**config.mk**
```make
export PLATFORM = sky130hd
export DESIGN_NAME = pipe_elastic_reg
export DESIGN_NICKNAME = d
export VERILOG_FILES = /design/src/rtl/pipe_pkg.sv /design/src/rtl/pipe_elastic_cell.sv /design/src/rtl/pipe_elastic_reg.sv
export SDC_FILE = /design/constraint.sdc
export NUM_CORES = 1
export LEC_CHECK = 0
export CAP_MARGIN = 5
export CORE_MARGIN = 2
export CORE_UTILIZATION = 40
export CTS_BUF_LIST = sky130_fd_sc_hd__clkbuf_4
export DETAILED_ROUTE_END_ITERATION = 16
export PLACE_DENSITY = 0.78
export SYNTH_ARGS = -nofsm -noshare
export SYNTH_HDL_FRONTEND = slang
export SYNTH_SLANG_ARGS = --single-unit
export TNS_END_PERCENT = 30
```
**constraint.sdc**
```tcl
create_clock -name CLK -period 1.8 [get_ports CLK]
set_input_delay 0.27 -clock CLK [delete_from_list [all_inputs] [get_ports CLK]]
set_output_delay 0.27 -clock CLK [all_outputs]
set_load 0.1 [all_outputs]
```
**src/rtl/pipe_pkg.sv**
```systemverilog
// Shared constants and the per-stage record for the elastic pipeline register.
package pipe_pkg;

  localparam int STAGES_MAX  = 4;
  localparam int PAYLOAD_MAX = 256;
  localparam int STALL_W     = 16;
  localparam logic [STALL_W-1:0] STALL_MAX = '1;

  // Payload is sized for the widest legal WIDTH; a stage uses the low WIDTH bits.
  typedef struct packed {
    logic                   valid;
    logic [PAYLOAD_MAX-1:0] data;
  } stage_rec_t;

endpackage

```
**src/rtl/pipe_elastic_cell.sv**
```systemverilog
// One elastic stage: a valid bit plus payload, loading whenever it is empty or draining.
module pipe_elastic_cell
  import pipe_pkg::*;
#(
  parameter int WIDTH = 32
) (
  input  logic             CLK,
  input  logic             RESET,
  input  logic             FLUSH,
  input  logic             up_valid,
  input  logic [WIDTH-1:0] up_data,
  output logic             up_ready,
  input  logic             dn_ready,
  output logic             valid,
  output logic [WIDTH-1:0] data
);

  stage_rec_t             rec_q;
  logic [PAYLOAD_MAX-1:0] pad_unused;

  // Bubble collapsing: take a new item when empty or when the held one leaves.
  assign up_ready = !rec_q.valid || dn_ready;

  always_ff @(posedge CLK) begin
    if (RESET) begin
      rec_q <= '0;
    end else if (FLUSH) begin
      rec_q.valid <= 1'b0;
    end else if (up_ready) begin
      rec_q.valid <= up_valid;
      if (up_valid) begin
        rec_q.data <= PAYLOAD_MAX'(up_data);
      end
    end
  end

  assign pad_unused = rec_q.data;
  assign valid      = rec_q.valid;
  assign data       = rec_q.data[WIDTH-1:0];

endmodule

```
**src/rtl/pipe_elastic_reg.sv**
```systemverilog
// Cascaded elastic pipeline register with flush, occupancy and stall counting.
// Define PIPE_ELASTIC_SKID_EN to place a skid entry ahead of stage 0 (registered IN_READY).
module pipe_elastic_reg
  import pipe_pkg::*;
#(
  parameter int WIDTH  = 32,
  parameter int STAGES = 1
) (
  input  logic             CLK,
  input  logic             RESET,
  input  logic             FLUSH,
  input  logic             IN_VALID,
  output logic             IN_READY,
  input  logic [WIDTH-1:0] IN_DATA,
  output logic             OUT_VALID,
  input  logic             OUT_READY,
  output logic [WIDTH-1:0] OUT_DATA,
  output logic [2:0]       OCCUPANCY,
  output logic [15:0]      STALL_CNT
);

  // Handshake: an item moves across an interface on a rising CLK edge where both
  // VALID and READY are high; VALID never depends on READY of the same interface.

  if (STAGES < 1 || STAGES > STAGES_MAX) begin : g_bad_stages
    $error("pipe_elastic_reg: STAGES out of range");
  end

  logic             s0_valid;
  logic [WIDTH-1:0] s0_data;
  logic [2:0]       skid_occ;
  logic [STAGES-1:0] stg_valid;
  logic [STAGES-1:0] stg_ready;
  logic [WIDTH-1:0]  stg_data [STAGES];

`ifdef PIPE_ELASTIC_SKID_EN
  logic             skid_valid;
  logic [WIDTH-1:0] skid_data;

  assign IN_READY = !skid_valid;
  // The parked item always feeds stage 0 ahead of anything new.
  assign s0_valid = skid_valid || IN_VALID;
  assign s0_data  = skid_valid ? skid_data : IN_DATA;
  assign skid_occ = {2'b00, skid_valid};

  always_ff @(posedge CLK) begin
    if (RESET) begin
      skid_valid <= 1'b0;
      skid_data  <= '0;
    end else if (FLUSH) begin
      skid_valid <= 1'b0;
    end else if (skid_valid) begin
      if (stg_ready[0]) begin
        skid_valid <= 1'b0;
      end
    end else if (IN_VALID && !stg_ready[0]) begin
      skid_valid <= 1'b1;
      skid_data  <= IN_DATA;
    end
  end
`else
  assign IN_READY = stg_ready[0];
  assign s0_valid = IN_VALID;
  assign s0_data  = IN_DATA;
  assign skid_occ = 3'd0;
`endif

  for (genvar k = 0; k < STAGES; k++) begin : g_stage
    logic             up_v;
    logic [WIDTH-1:0] up_d;
    logic             dn_r;

    if (k == 0) begin : g_head
      assign up_v = s0_valid;
      assign up_d = s0_data;
    end else begin : g_body
      assign up_v = stg_valid[k-1];
      assign up_d = stg_data[k-1];
    end

    if (k == STAGES - 1) begin : g_tail
      assign dn_r = OUT_READY;
    end else begin : g_link
      assign dn_r = stg_ready[k+1];
    end

    pipe_elastic_cell #(.WIDTH(WIDTH)) u_cell (
      .CLK      (CLK),
      .RESET    (RESET),
      .FLUSH    (FLUSH),
      .up_valid (up_v),
      .up_data  (up_d),
      .up_ready (stg_ready[k]),
      .dn_ready (dn_r),
      .valid    (stg_valid[k]),
      .data     (stg_data[k])
    );
  end

  assign OUT_VALID = stg_valid[STAGES-1];
  assign OUT_DATA  = stg_valid[STAGES-1] ? stg_data[STAGES-1] : '0;

  always_comb begin
    OCCUPANCY = skid_occ;
    for (int i = 0; i < STAGES; i++) begin
      OCCUPANCY = OCCUPANCY + {2'b00, stg_valid[i]};
    end
  end

  logic [STALL_W-1:0] stall_q;

  // Saturating; FLUSH deliberately has no effect here.
  always_ff @(posedge CLK) begin
    if (RESET) begin
      stall_q <= '0;
    end else if (OUT_VALID && !OUT_READY && stall_q != STALL_MAX) begin
      stall_q <= stall_q + STALL_W'(1);
    end
  end

  assign STALL_CNT = stall_q;

endmodule

```
* Yosys cells after proc, flatten, opt, wreduce, memory -nomap -nowiden *
Cells that the tools add are included.

storage, ports and cells
  flip-flop bits (word level) = 49
  bits of input ports = 37
  output and inout port bits = 53

cells by class
  add/sub/neg operators = 1
  equality and inequality tests = 1
  multiplexer cells = 1
  bitwise gates (word level) = 1
  reduce and logical (&&, ||, !) cells = 7

operators by type and width
  kind                   count
  $mux 32                1
  $add 16x1->16 const B  1
  $ne 16x16->1 const B   1
  $reduce_and 3->1       1
  $logic_and 1x1->1      2
  $logic_not 1->1        2
  $reduce_or 2->1        1
  $logic_or 1x1->1       1
  $not 1->1              1

* Logic depth before layout (Yosys ltp) *
  depth after elaboration = 3
  gate-level depth with buffers = 7
  mapped depth without buffers = 5

* Cells and area by module *
From an unflattened synthesis, not the netlist that was laid out.

second synthesis, totals
  cell total of the unflattened synthesis = 272
  area, all modules = 2581.2 sq um

modules (own cells, without submodules)
  module             times used  cells an instance  area an instance (sq um)
  pipe_elastic_cell  1           145                1519.0
  pipe_elastic_reg   1           127                1062.3

* Least setup slack after synthesis *
No wires, ideal clock.

  path kind = register to register
  start point = register stall_q[1] (netlist: STALL_CNT[1])
  end point = register stall_q[0] (netlist: STALL_CNT[0])
  setup time = 123 ps
  arrival = 2381 ps
  required time = 1677 ps
  path slack = -705 ps
  stages on the path, launching flop included = 6
  buffers on the path = 0
  period minus slack after synthesis = 2505 ps
  cells stage by stage = dfxtp_1 ha_1 nand3_1 nor4_2 nor2_1 mux2_1

on the way
  word-level cells in the longest chain between the ends = 2

RTL lines
  item                      line                     RTL
  start: declaration        pipe_elastic_reg.sv:110  logic [STALL_W-1:0] stall_q;
  start signal: assignment  pipe_elastic_reg.sv:117  stall_q <= stall_q + STALL_W'(1);
  $ne 16x16->1              pipe_elastic_reg.sv:116  end else if (OUT_VALID && !OUT_READY && stall_q != STALL_MAX) begin
  $logic_and 1x1->1         pipe_elastic_reg.sv:116

No other way between the ends.
A chain may end at the register's enable or synchronous reset.

* Final worst setup path *
  start point = register stall_q[0] (netlist: STALL_CNT[0])
  end point = register stall_q[10] (netlist: STALL_CNT[10])

on the way
  word-level cells in the longest chain between the ends = 2

RTL lines
  item
  parallel branches: the longest is 2 deep, another holds $add 16x1->16

Parallel ways; which one is timed is not known.

==> results.json <==
{
  "cts_tree": "yes",
  "routabilityCongestion": 0.842,
  "cp-start-kind": "flip-flop",
  "drc": 0,
  "slew_headroom_pct": 54.3,
  "clock_latency_ps": 350,
  "die_w_um": 79.1,
  "rr_endpoint": "STALL_CNT[10]$_SDFFE_PP0P_",
  "postCtsHoldBufs": 0,
  "num_vias": 2266,
  "synth_top_area_share_pct": 43.4,
  "drt-initial-drc-count": 125,
  "design_power_total_uw": 1980,
  "hold_depth": 3,
  "die_h_um": 79.1,
  "cts_root_buffer": "clkbuf_4",
  "via_per_inst": 5.07,
  "fill_cells": 432,
  "area_delta_synth_final_pct": 70.6,
  "rsz0062_at_grt": "yes",
  "cts_sinks": 49,
  "synth.distinct_cells": 39,
  "synthCells": 282,
  "hold_viol": 0,
  "post_drt_wl_per_cell_um": 13.8,
  "port_buffers": 87,
  "dp_hpwl_um": 4500,
  "worstSetupPathType": "reg2reg",
  "start_util_pct": 41.3,
  "yosys_most_used_dff": "dfxtp_1",
  "grt_pass1_wl_um": 9980,
  "endpoint_kind": "flip-flop",
  "syn-cell-area_um2": 2260,
  "worst_pin_slew_ps": 685,
  "yosysMostFrequentCell": "nand2_1",
  "syn_area_per_cell_um2": 8.01,
  "drt-total-wl_um": 6170,
  "hp-start": "IN_DATA[13]",
  "arrival_ps": 1960,
  "path_max_fanout": 6,
  "clk_pin_slew_worst_paths_ps": 140,
  "htreeDepth": 2,
  "hold-worst-slack_ps": 456,
  "cap_violations": 0,
  "grt_util_all_layers_pct": 19.8,
  "hold_end": "g_stage[0].u_cell.pad_unused[13]$_SDFFE_PP0P_",
  "grt_pass1_vias": 2172,
  "required_ps": 2050,
  "slew_violations": 0,
  "synth_enable_flop_cells": 0,
  "setup_viol": 0,
  "fin_nets": 412,
  "p_leak_uw": 0.00150,
  "cts_buffer_depth": 2,
  "antenna_found_initial": 0,
  "power_density_nw_per_um2": 515,
  "skew_ps": 4.02,
  "detail-route-antenna-nets": 0,
  "status": "complete, no violations",
  "min_period_ps": 1710,
  "synthTopCellsByArea": "dfxtp_1 43%, nand2_1 11%, and2_1 9.4%",
  "drive_above_1_share_pct": 32.3,
  "async_flop_share_pct": 0,
  "reg2reg_depth": 5,
  "ir_drop_mv": 0.394,
  "hp-class": "in2reg",
  "synth_warnings": 0,
  "reg2reg_from": "STALL_CNT[0]$_SDFFE_PP0P_",
  "r2r_slack_ps": 90,
  "placementRows": 27,
  "drtPass1Iterations": 4,
  "n_antenna_cell": 0,
  "globalRoute.totalOverflow": 0,
  "die_area_um2": 6260,
  "ys_seq_area_share_pct": 43.4,
  "synthTopCellsByCount": "68 x nand2_1, 49 x dfxtp_1, 41 x a21oi_1",
  "cts_setup_buffers": 0,
  "fin_crit_sh_pct": 95.1,
  "fmax_mhz": 584,
  "grt_max_degree": 39,
  "synth_top_area_cell": "dfxtp_1",
  "core_area_um2": 5470,
  "cts_made_buffers": 5,
  "io_pins": 90,
  "ys_ff_latch": 49
}
per-stage QoR:
| step | setup TNS [ps] | instances | setup WS, ps | utilization [%] | area, um2 |
|---|---|---|---|---|---|
| after detailed placement | -2960 | 439 | -140 | 69.0 | 3780 |
| after CTS | 0 | 447 | 48.4 | 70.1 | 3830 |
| after global placement | -2000 | 439 | -95.5 | 69.0 | 3780 |
| final | 0 | 447 | 88.8 | 70.4 | 3850 |
| after floorplan | -294 | 283 | -22.7 | - | 2370 |
| after global routing | -10.7 | 447 | -10.7 | 70.4 | 3850 |
cells in the final DEF (no fill, tap or decap), types with 2 or more instances in the layout:
cell,instances
nand2_1,68
buf_12,43
a21oi_1,41
clkdlybuf4s50_1,35
dfxtp_1,32
buf_4,23
and2_1,20
dfxtp_4,15
and2_2,14
nor2_1,7
clkbuf_4,7
nor3_1,5
inv_1,4
nand3_1,3
nor4_4,3
and4_1,3
o31ai_1,3
and4b_1,3
nor2b_1,3
dfxtp_2,2
nand4_2,2
nand4_1,2
or4_1,2
a31oi_1,2
a311oi_1,2
o21ai_0,2
or2_2,2
o41ai_1,2
or3_1,2
mux2_1,2
nand2b_1,2
conb_1,2
cell families after synthesis:
family	count (synthesis)	synth area share, %
muxes	4	1.94
AOI/OAI and AO/OA	55	13.7
and+or+nand+nor	148	35.4
adders and majority gates	1	0.554
other	1	0.166
buffers and inverters	24	4.76
DFF	49	43.4
worst max-delay path: stages (launching register included):
cell and delay (ps):
dfxtp_4 420, ha_4 150, nand3_2 200, nor4_4 300
nor2b_1 190, mux2_2 340
registers in the layout, indices dropped and copies added, names as in the netlist:
signal / flops
STALL_CNT: 16
g_stage.u_cell.pad_unused: 32
g_stage.u_cell.valid: 1
per-layer routing:
layer | part of all wire, % | track usage [%]
met5 | 0 | 0
met4 | 0.96 | 5.34
met3 | 6.0 | 3.52
met2 | 50 | 34.7
met1 | 43 | 24.9
report_power, final:
part	leakage, uW	internal, uW	switching [uW]	total, uW
registers	0.000412	1100	16.3	1110
clock network	0.0000367	187	326	513
logic	0.00105	156	201	357
total	0.00150	1440	543	1980
worst max-delay path by stage:
| stage | startpoint | endpoint | slack, ps | cells past startpoint |
|---|---|---|---|---|
| after floorplan | STALL_CNT[15]$_SDFFE_PP0P_ | STALL_CNT[0]$_SDFFE_PP0P_ | -20 | 4 |
| after global placement | OUT_READY | STALL_CNT[8]$_SDFFE_PP0P_ | -100 | 6 |
| after detailed placement | OUT_READY | STALL_CNT[8]$_SDFFE_PP0P_ | -140 | 6 |
| after CTS | g_stage[0].u_cell.valid$_SDFFE_PP0P_ | OUT_DATA[20] | 50 | 3 |
| after global routing | STALL_CNT[0]$_SDFFE_PP0P_ | STALL_CNT[15]$_SDFFE_PP0P_ | -10 | 5 |
| final | STALL_CNT[0]$_SDFFE_PP0P_ | STALL_CNT[10]$_SDFFE_PP0P_ | 90 | 5 |
layout make-up:
| cell class | instances | area (um2) | share of cell area, % |
|---|---|---|---|
| multi-input combinational | 210 | 1240 | 32.1 |
| clock inverter | 1 | 6.26 | 0.162 |
| clock buffer | 7 | 52.6 | 1.36 |
| sequential | 49 | 1040 | 27.0 |
| tap | 72 | 90.1 | 2.34 |
| inverter | 5 | 26.3 | 0.682 |
| timing repair buffer | 103 | 1400 | 36.3 |
repair_timing:
item                                    CTS  global route
resized for setup                         0             4
endpoints found under the setup margin    0            32
hold endpoints to repair                  0             0
Note: power is estimated with default switching activity, not from simulation.
